[src/rtl/y_mdu.sv]
// y_mdu: iterative multiply/divide unit for the EX stage.
// Shift-add multiply and restoring divide, one bit per clock, with a
// start/busy/done handshake. The signed variants (MULH, DIV, REM) are only
// built when the macro Y_MDU_SIGNED_EN is defined; otherwise op[2] is ignored.
module y_mdu #(
  parameter int WIDTH = 32,
  parameter int CNTW  = $clog2(WIDTH) + 1
) (
  input  logic             clk,
  input  logic             rst_n,
  input  logic             start,
  input  logic             kill,
  input  logic [2:0]       op,
  input  logic [WIDTH-1:0] a,
  input  logic [WIDTH-1:0] b,
  output logic             busy,
  output logic             done,
  output logic [WIDTH-1:0] z
);

  typedef enum logic [1:0] {IDLE, RUN, DONE} state_t;

  localparam logic [CNTW-1:0] LAST = CNTW'(WIDTH - 1);

  state_t            state;
  logic [CNTW-1:0]   cnt;
  // hi: product high half (multiply) or partial remainder (divide)
  // lo: multiplier being shifted out (multiply) or dividend/quotient (divide)
  logic [WIDTH-1:0]  hi;
  logic [WIDTH-1:0]  lo;
  logic [WIDTH-1:0]  opb;
  logic [1:0]        op_r;

  logic [WIDTH-1:0]  a_m;
  logic [WIDTH-1:0]  b_m;

  logic [WIDTH:0]    add_sum;
  logic [WIDTH-1:0]  mhi_n;
  logic [WIDTH-1:0]  mlo_n;
  logic [WIDTH:0]    shifted;
  logic [WIDTH-1:0]  trial;
  logic [WIDTH-1:0]  drem_n;
  logic [WIDTH-1:0]  dq_n;

  logic [2*WIDTH-1:0] prod;
  logic [WIDTH-1:0]   quo;
  logic [WIDTH-1:0]   rmd;
  logic [WIDTH-1:0]   rdz;
  logic [WIDTH-1:0]   res;
  logic [WIDTH-1:0]   res_dz;
  logic               div0;

`ifdef Y_MDU_SIGNED_EN
  logic neg_q;
  logic neg_r;

  function automatic logic [WIDTH-1:0] mag(input logic [WIDTH-1:0] v, input logic sgn);
    mag = (sgn && v[WIDTH-1]) ? -v : v;
  endfunction

  function automatic logic [WIDTH-1:0] fix_word(input logic [WIDTH-1:0] v, input logic neg);
    fix_word = neg ? -v : v;
  endfunction

  function automatic logic [2*WIDTH-1:0] fix_prod(input logic [2*WIDTH-1:0] v, input logic neg);
    fix_prod = neg ? -v : v;
  endfunction

  // Signed ops run on magnitudes; the most negative value maps onto itself,
  // which is still the correct unsigned magnitude.
  always_comb begin
    a_m = mag(a, op[2]);
    b_m = mag(b, op[2]);
  end
`else
  logic unused_sign;
  assign unused_sign = op[2];

  // Unsigned-only build: operands pass straight through.
  always_comb begin
    a_m = a;
    b_m = b;
  end
`endif

  // One multiply step and one restoring-divide step, evaluated every cycle.
  always_comb begin
    add_sum = {1'b0, hi} + (lo[0] ? {1'b0, opb} : '0);
    mhi_n   = add_sum[WIDTH:1];
    mlo_n   = {add_sum[0], lo[WIDTH-1:1]};
    shifted = {hi, lo[WIDTH-1]};
    // When shifted >= divisor the true difference is below the divisor,
    // so the WIDTH-bit wrap-around subtraction is exact.
    trial   = shifted[WIDTH-1:0] - opb;
    if (shifted >= {1'b0, opb}) begin
      drem_n = trial;
      dq_n   = {lo[WIDTH-2:0], 1'b1};
    end else begin
      drem_n = shifted[WIDTH-1:0];
      dq_n   = {lo[WIDTH-2:0], 1'b0};
    end
  end

  // Final result selection, including sign fix-up on the edge entering DONE.
  always_comb begin
    prod = {mhi_n, mlo_n};
    quo  = dq_n;
    rmd  = drem_n;
    rdz  = lo;
`ifdef Y_MDU_SIGNED_EN
    prod = fix_prod(prod, neg_q);
    quo  = fix_word(quo, neg_q);
    rmd  = fix_word(rmd, neg_r);
    rdz  = fix_word(rdz, neg_r);
`endif
    case (op_r)
      2'b00:   res = prod[WIDTH-1:0];
      2'b01:   res = prod[2*WIDTH-1:WIDTH];
      2'b10:   res = quo;
      default: res = rmd;
    endcase
    res_dz = op_r[0] ? rdz : '1;
    div0   = op_r[1] && (opb == '0);
  end

  // Control FSM and datapath registers; z only moves on entry to DONE or reset.
  always_ff @(posedge clk) begin
    if (!rst_n) begin
      state <= IDLE;
      busy  <= 1'b0;
      done  <= 1'b0;
      z     <= '0;
      cnt   <= '0;
      hi    <= '0;
      lo    <= '0;
      opb   <= '0;
      op_r  <= '0;
`ifdef Y_MDU_SIGNED_EN
      neg_q <= 1'b0;
      neg_r <= 1'b0;
`endif
    end else begin
      case (state)
        IDLE, DONE: begin
          done <= 1'b0;
          if (start) begin
            state <= RUN;
            busy  <= 1'b1;
            cnt   <= '0;
            hi    <= '0;
            lo    <= op[1] ? a_m : b_m;
            opb   <= op[1] ? b_m : a_m;
            op_r  <= op[1:0];
`ifdef Y_MDU_SIGNED_EN
            neg_q <= op[2] & (a[WIDTH-1] ^ b[WIDTH-1]);
            neg_r <= op[2] & a[WIDTH-1];
`endif
          end else begin
            state <= IDLE;
            busy  <= 1'b0;
          end
        end
        RUN: begin
          if (kill) begin
            state <= IDLE;
            busy  <= 1'b0;
          end else if (div0) begin
            z     <= res_dz;
            state <= DONE;
            busy  <= 1'b0;
            done  <= 1'b1;
          end else begin
            cnt <= cnt + 1'b1;
            hi  <= op_r[1] ? drem_n : mhi_n;
            lo  <= op_r[1] ? dq_n   : mlo_n;
            if (cnt == LAST) begin
              z     <= res;
              state <= DONE;
              busy  <= 1'b0;
              done  <= 1'b1;
            end
          end
        end
        default: begin
          state <= IDLE;
          busy  <= 1'b0;
          done  <= 1'b0;
        end
      endcase
    end
  end

endmodule

[config.mk]
export PLATFORM = sky130hd
export DESIGN_NAME = y_mdu
export DESIGN_NICKNAME = d
export VERILOG_FILES = /design/src/rtl/y_mdu.sv
export SDC_FILE = /design/constraint.sdc
export NUM_CORES = 1
export LEC_CHECK = 0
export CAP_MARGIN = 10
export CELL_PAD_IN_SITES_DETAIL_PLACEMENT = 0
export CELL_PAD_IN_SITES_GLOBAL_PLACEMENT = 1
export CORE_ASPECT_RATIO = 0.75
export CORE_MARGIN = 10
export CORE_UTILIZATION = 44
export DETAILED_ROUTE_END_ITERATION = 16
export HOLD_SLACK_MARGIN = 0.12
export PLACE_DENSITY_LB_ADDON = 0.1
export SLEW_MARGIN = 20
export SYNTH_ARGS = -nofsm -noshare
export SYNTH_HDL_FRONTEND = slang
export SYNTH_SLANG_ARGS = --single-unit
[constraint.sdc]
create_clock -name clk -period 4.12 [get_ports clk]
set_clock_uncertainty 0.2 [all_clocks]
set_input_delay 1.236 -clock clk [delete_from_list [all_inputs] [get_ports clk]]
set_output_delay 1.236 -clock clk [all_outputs]
set_load 0.05 [all_outputs]
==> results of run 1 <==
==> state kept, by name, indices dropped and copies added (netlist names) <==
signal / cells
hi: 32
lo: 32
opb: 32
z: 32
cnt: 6
op_r: 2
state: 2
done: 1
==> routing by layer <==
layer | global-route usage (%) | up-vias | part of all wire (%)
met5 | 0 | - | 0
met4 | 7.98 | 0 | 2.6
met3 | 4.81 | 61 | 5.9
met2 | 42.0 | 430 | 45
met1 | 34.6 | 5731 | 46
li1 | - | 5796 | -
==> where the power goes <==
part	internal (W)	total, W	switching, W	leakage, nW
logic	0.000435	0.00111	0.000676	4.33
registers	0.00141	0.00149	0.0000821	1.13
clock network	0.00112	0.00178	0.000669	0.315
==> cells in the final DEF (no fill, tap or decap), types with 7 or more instances in the layout <==
| master | n |
|---|---|
| a31oi_1 | 18 |
| buf_4 | 68 |
| ha_1 | 65 |
| nor2_1 | 122 |
| clkbuf_16 | 18 |
| nand3_1 | 25 |
| o21a_1 | 8 |
| clkdlybuf4s50_1 | 102 |
| o21bai_1 | 9 |
| xor2_1 | 19 |
| nor4_1 | 11 |
| a211o_1 | 11 |
| nand3b_1 | 7 |
| nor2b_1 | 17 |
| or3_1 | 11 |
| a21o_1 | 31 |
| a21oi_1 | 119 |
| o21ai_1 | 16 |
| and2_1 | 37 |
| o21ai_0 | 88 |
| mux2i_1 | 87 |
| nand2b_1 | 10 |
| o211ai_1 | 41 |
| o31ai_1 | 14 |
| nand2_1 | 178 |
| mux2_2 | 27 |
| dfxtp_1 | 138 |
| a211oi_1 | 58 |
| and3_1 | 7 |
| xnor2_1 | 29 |
| nor3_1 | 32 |
| inv_1 | 56 |
| o31a_1 | 9 |
| nand4_1 | 18 |
==> Yosys cell counts (7+ instances only) <==
cell / count
nand2_1: 178
dfxtp_1: 139
nor2_1: 123
a21oi_1: 119
o21ai_0: 88
mux2i_1: 87
clkbuf_1: 69
ha_1: 65
a211oi_1: 58
inv_1: 57
o211ai_1: 41
and2_1: 37
nor3_1: 32
a21o_1: 31
xnor2_1: 29
mux2_2: 27
nand3_1: 25
buf_2: 21
xor2_1: 19
a31oi_1: 18
nand4_1: 18
nor2b_1: 18
buf_1: 17
o21ai_1: 16
o31ai_1: 14
nor4_1: 12
a211o_1: 11
nand2b_1: 11
or3_1: 11
o21bai_1: 9
o31a_1: 9
o21a_1: 8
and3_1: 7
nand3b_1: 7
==> per-stage QoR <==
| step | util (%) | cells | total power [W] | hold WS [ns] |
|---|---|---|---|---|
| after detailed placement | 50.7 | 1941 | 0.00261 | 0.243 |
| after CTS | 53.3 | 1973 | 0.00437 | 0.253 |
| after floorplan | - | 1532 | 0.00219 | 0.232 |
| after global placement | 50.7 | 1941 | 0.00260 | 0.240 |
| after global routing | 53.3 | 1973 | 0.00455 | 0.283 |
| final | 53.3 | 1973 | 0.00438 | 0.256 |
==> cell type report <==
type | instances | area, um^2
Tap cell | 344 | 430
Timing Repair Buffer | 172 | 1570
Fill cell | 2595 | 12100
Sequential cell | 139 | 2790
Clock buffer | 19 | 454
Clock inverter | 13 | 213
Inverter | 59 | 221
Multi-Input combinational cell | 1227 | 8140
==> logic make-up (layout without fill, tap and decap cells) <==
| kind of cell | count (synthesis) | after routing | share of synthesized area [%] |
|---|---|---|---|
| AOI/OAI and AO/OA | 504 | 504 | 29.0 |
| xor gates and xnor gates | 48 | 48 | 3.64 |
| adders and majority gates | 67 | 67 | 7.39 |
| buffers and inverters | 166 | 263 | 5.63 |
| DFF | 139 | 139 | 24.1 |
| muxes | 115 | 115 | 10.4 |
| and+or+nand+nor | 493 | 493 | 19.9 |
==> critical path: cells and delay by family, from the launching register on <==
family | cells | cell delay (ns)
flops | 1 | 0.52
fa+ha+maj | 1 | 0.40
compound gates | 4 | 1.29
simple gates | 2 | 0.44
buf+inv | 1 | 0.08
mux | 2 | 0.88
==> worst paths after layout <==
kind	to	slack, ns	cells after the start
max	z[25]$_SDFFE_PN0P_	0.19	10
min	z[11]$_SDFFE_PN0P_	0.26	2
max reg2reg	z[25]$_SDFFE_PN0P_	0.19	10
min reg2reg	z[11]$_SDFFE_PN0P_	0.26	2
==> flow_metrics.py, run 1 <==
metrics = {
    "global_route": {
        "grt_max_degree": 68,
        "grt_usage_pct": 26.1,
        "grt_pass1_vias": 11500,
        "overflow": 0,
        "antenna_found_initial": 0,
        "grt_pass1_wl_um": 69000,
    },
    "detailed_routing": {
        "drtAntennaViolNets": 0,
        "drc": 0,
        "routedWlPerCell_um": 22.9,
        "viasPerCell": 6.09,
        "num_vias": 12000,
        "drt_iter0_drc": 1005,
        "dr.pass1.iters": 6,
        "wirelength_um": 45100,
    },
    "cts": {
        "postCtsResizedCells": 0,
        "cts_made_buffers": 17,
        "clk-insertion-delay-late_ns": 0.44,
        "post_cts_buffers": 0,
        "clock-sinks": 139,
        "htree_num_levels": 4,
        "root_buffer": "clkbuf_16",
        "cts_hold_buf": 0,
        "cts_tree": "done",
        "cts.reportedPaths.clkPinSlew_ns": 0.06,
        "clk_path_buf_depth": 2,
    },
    "worst_setup_path": {
        "path_class": "reg2reg",
        "cp.arrival_ns": 4.05,
        "cp_slowest_cell": "dfxtp_1",
        "cp_max_fo": 10,
        "max_stage_delay_ns": 0.52,
        "crit_start": "opb[13]$_SDFFE_PN0P_",
        "cp.required_ns": 4.24,
        "end_kind": "register",
        "cp_cell_sequence": "inv_1 > ha_1 > nand2_1 > or2_2 > o22ai_1 > a21oi_4 > o21ai_2 > mux2_2 > mux4_2 > o311a_1",
        "r2r-start": "opb[13]$_SDFFE_PN0P_",
        "startpoint_type": "register",
    },
    "yosys": {
        "syn_area_per_cell_um2": 7.53,
        "ys.flop_type": "dfxtp_1",
        "synth.distinct_cells": 78,
        "synth.yosys.warnings": 0,
        "ys_ff_latch": 139,
        "synth_top_cell_by_area": "dfxtp_1",
        "ys_top_cells_by_area": "dfxtp_1 24%, mux2i_1 7.5%, ha_1 7.0%",
        "ys_seq_area_share_pct": 24.1,
        "async_flop_share_pct": 0,
        "synth_nets": 1670,
        "postSynthCellCount": 1532,
        "synth.top_cell.area_share_pct": 24.1,
        "synth_edf_count": 0,
        "syn_area_mm2": 0.0115,
    },
    "sta": {
        "max_freq_mhz": 254,
        "setup_ws_ns": 0.188,
        "tightest_slew_ns": 0.916,
        "rsz0062_at_grt": "no",
        "slew_headroom_pct": 38.8,
        "slew_violations": 0,
        "fin_tns_setup_ns": 0,
        "period_share_pct": 95.4,
        "finalHoldViolCount": 0,
        "period_minus_slack_ns": 3.93,
        "setup_viol": 0,
    },
    "layout": {
        "design_area_mm2": 0.0138,
        "diodes": 0,
        "drive_above_1_share_pct": 9.21,
        "syn2layout_area_growth_pct": 19.7,
        "final_nets": 1754,
    },
    "floorplanning": {
        "rows": 51,
        "start_util_pct": 44.6,
        "dieArea_mm2": 0.0332,
        "fp.dieW_um": 207,
        "core_area_mm2": 0.0259,
        "io_pins": 105,
        "die_h_um": 160,
    },
    "power_and_ir_drop": {
        "power.density_mw_per_mm2": 317,
        "vdd_ir_drop_max_mv": 0.312,
        "power_leakage_nw": 5.78,
    },
    "min_path": {
        "hold_start": "z[11]$_SDFFE_PN0P_",
        "min_path_type": "reg2reg",
    },
    "placement": {
        "post-place-ws_ns": 0.198,
        "place.port_buffers": 103,
        "gp_congestion": 0.955,
        "hpwl_um": 33900,
        "place_area_mm2": 0.0131,
    },
    "run_status": {
        "status": "complete, no violations",
    },
    "job": {
        "max-cap-violations": 0,
    },
}
No activity file was read; power rests on OpenSTA's default activity.
==> run 2, diff against run 1 <==
--- a/config.mk
+++ b/config.mk
@@ -14,7 +14,6 @@
 export DETAILED_ROUTE_END_ITERATION = 16
 export HOLD_SLACK_MARGIN = 0.12
 export PLACE_DENSITY_LB_ADDON = 0.1
-export SLEW_MARGIN = 20
 export SYNTH_ARGS = -nofsm -noshare
 export SYNTH_HDL_FRONTEND = slang
 export SYNTH_SLANG_ARGS = --single-unit
==> results of run 2 <==
The final DEF is identical to that of run 1; final timing and power are the same.
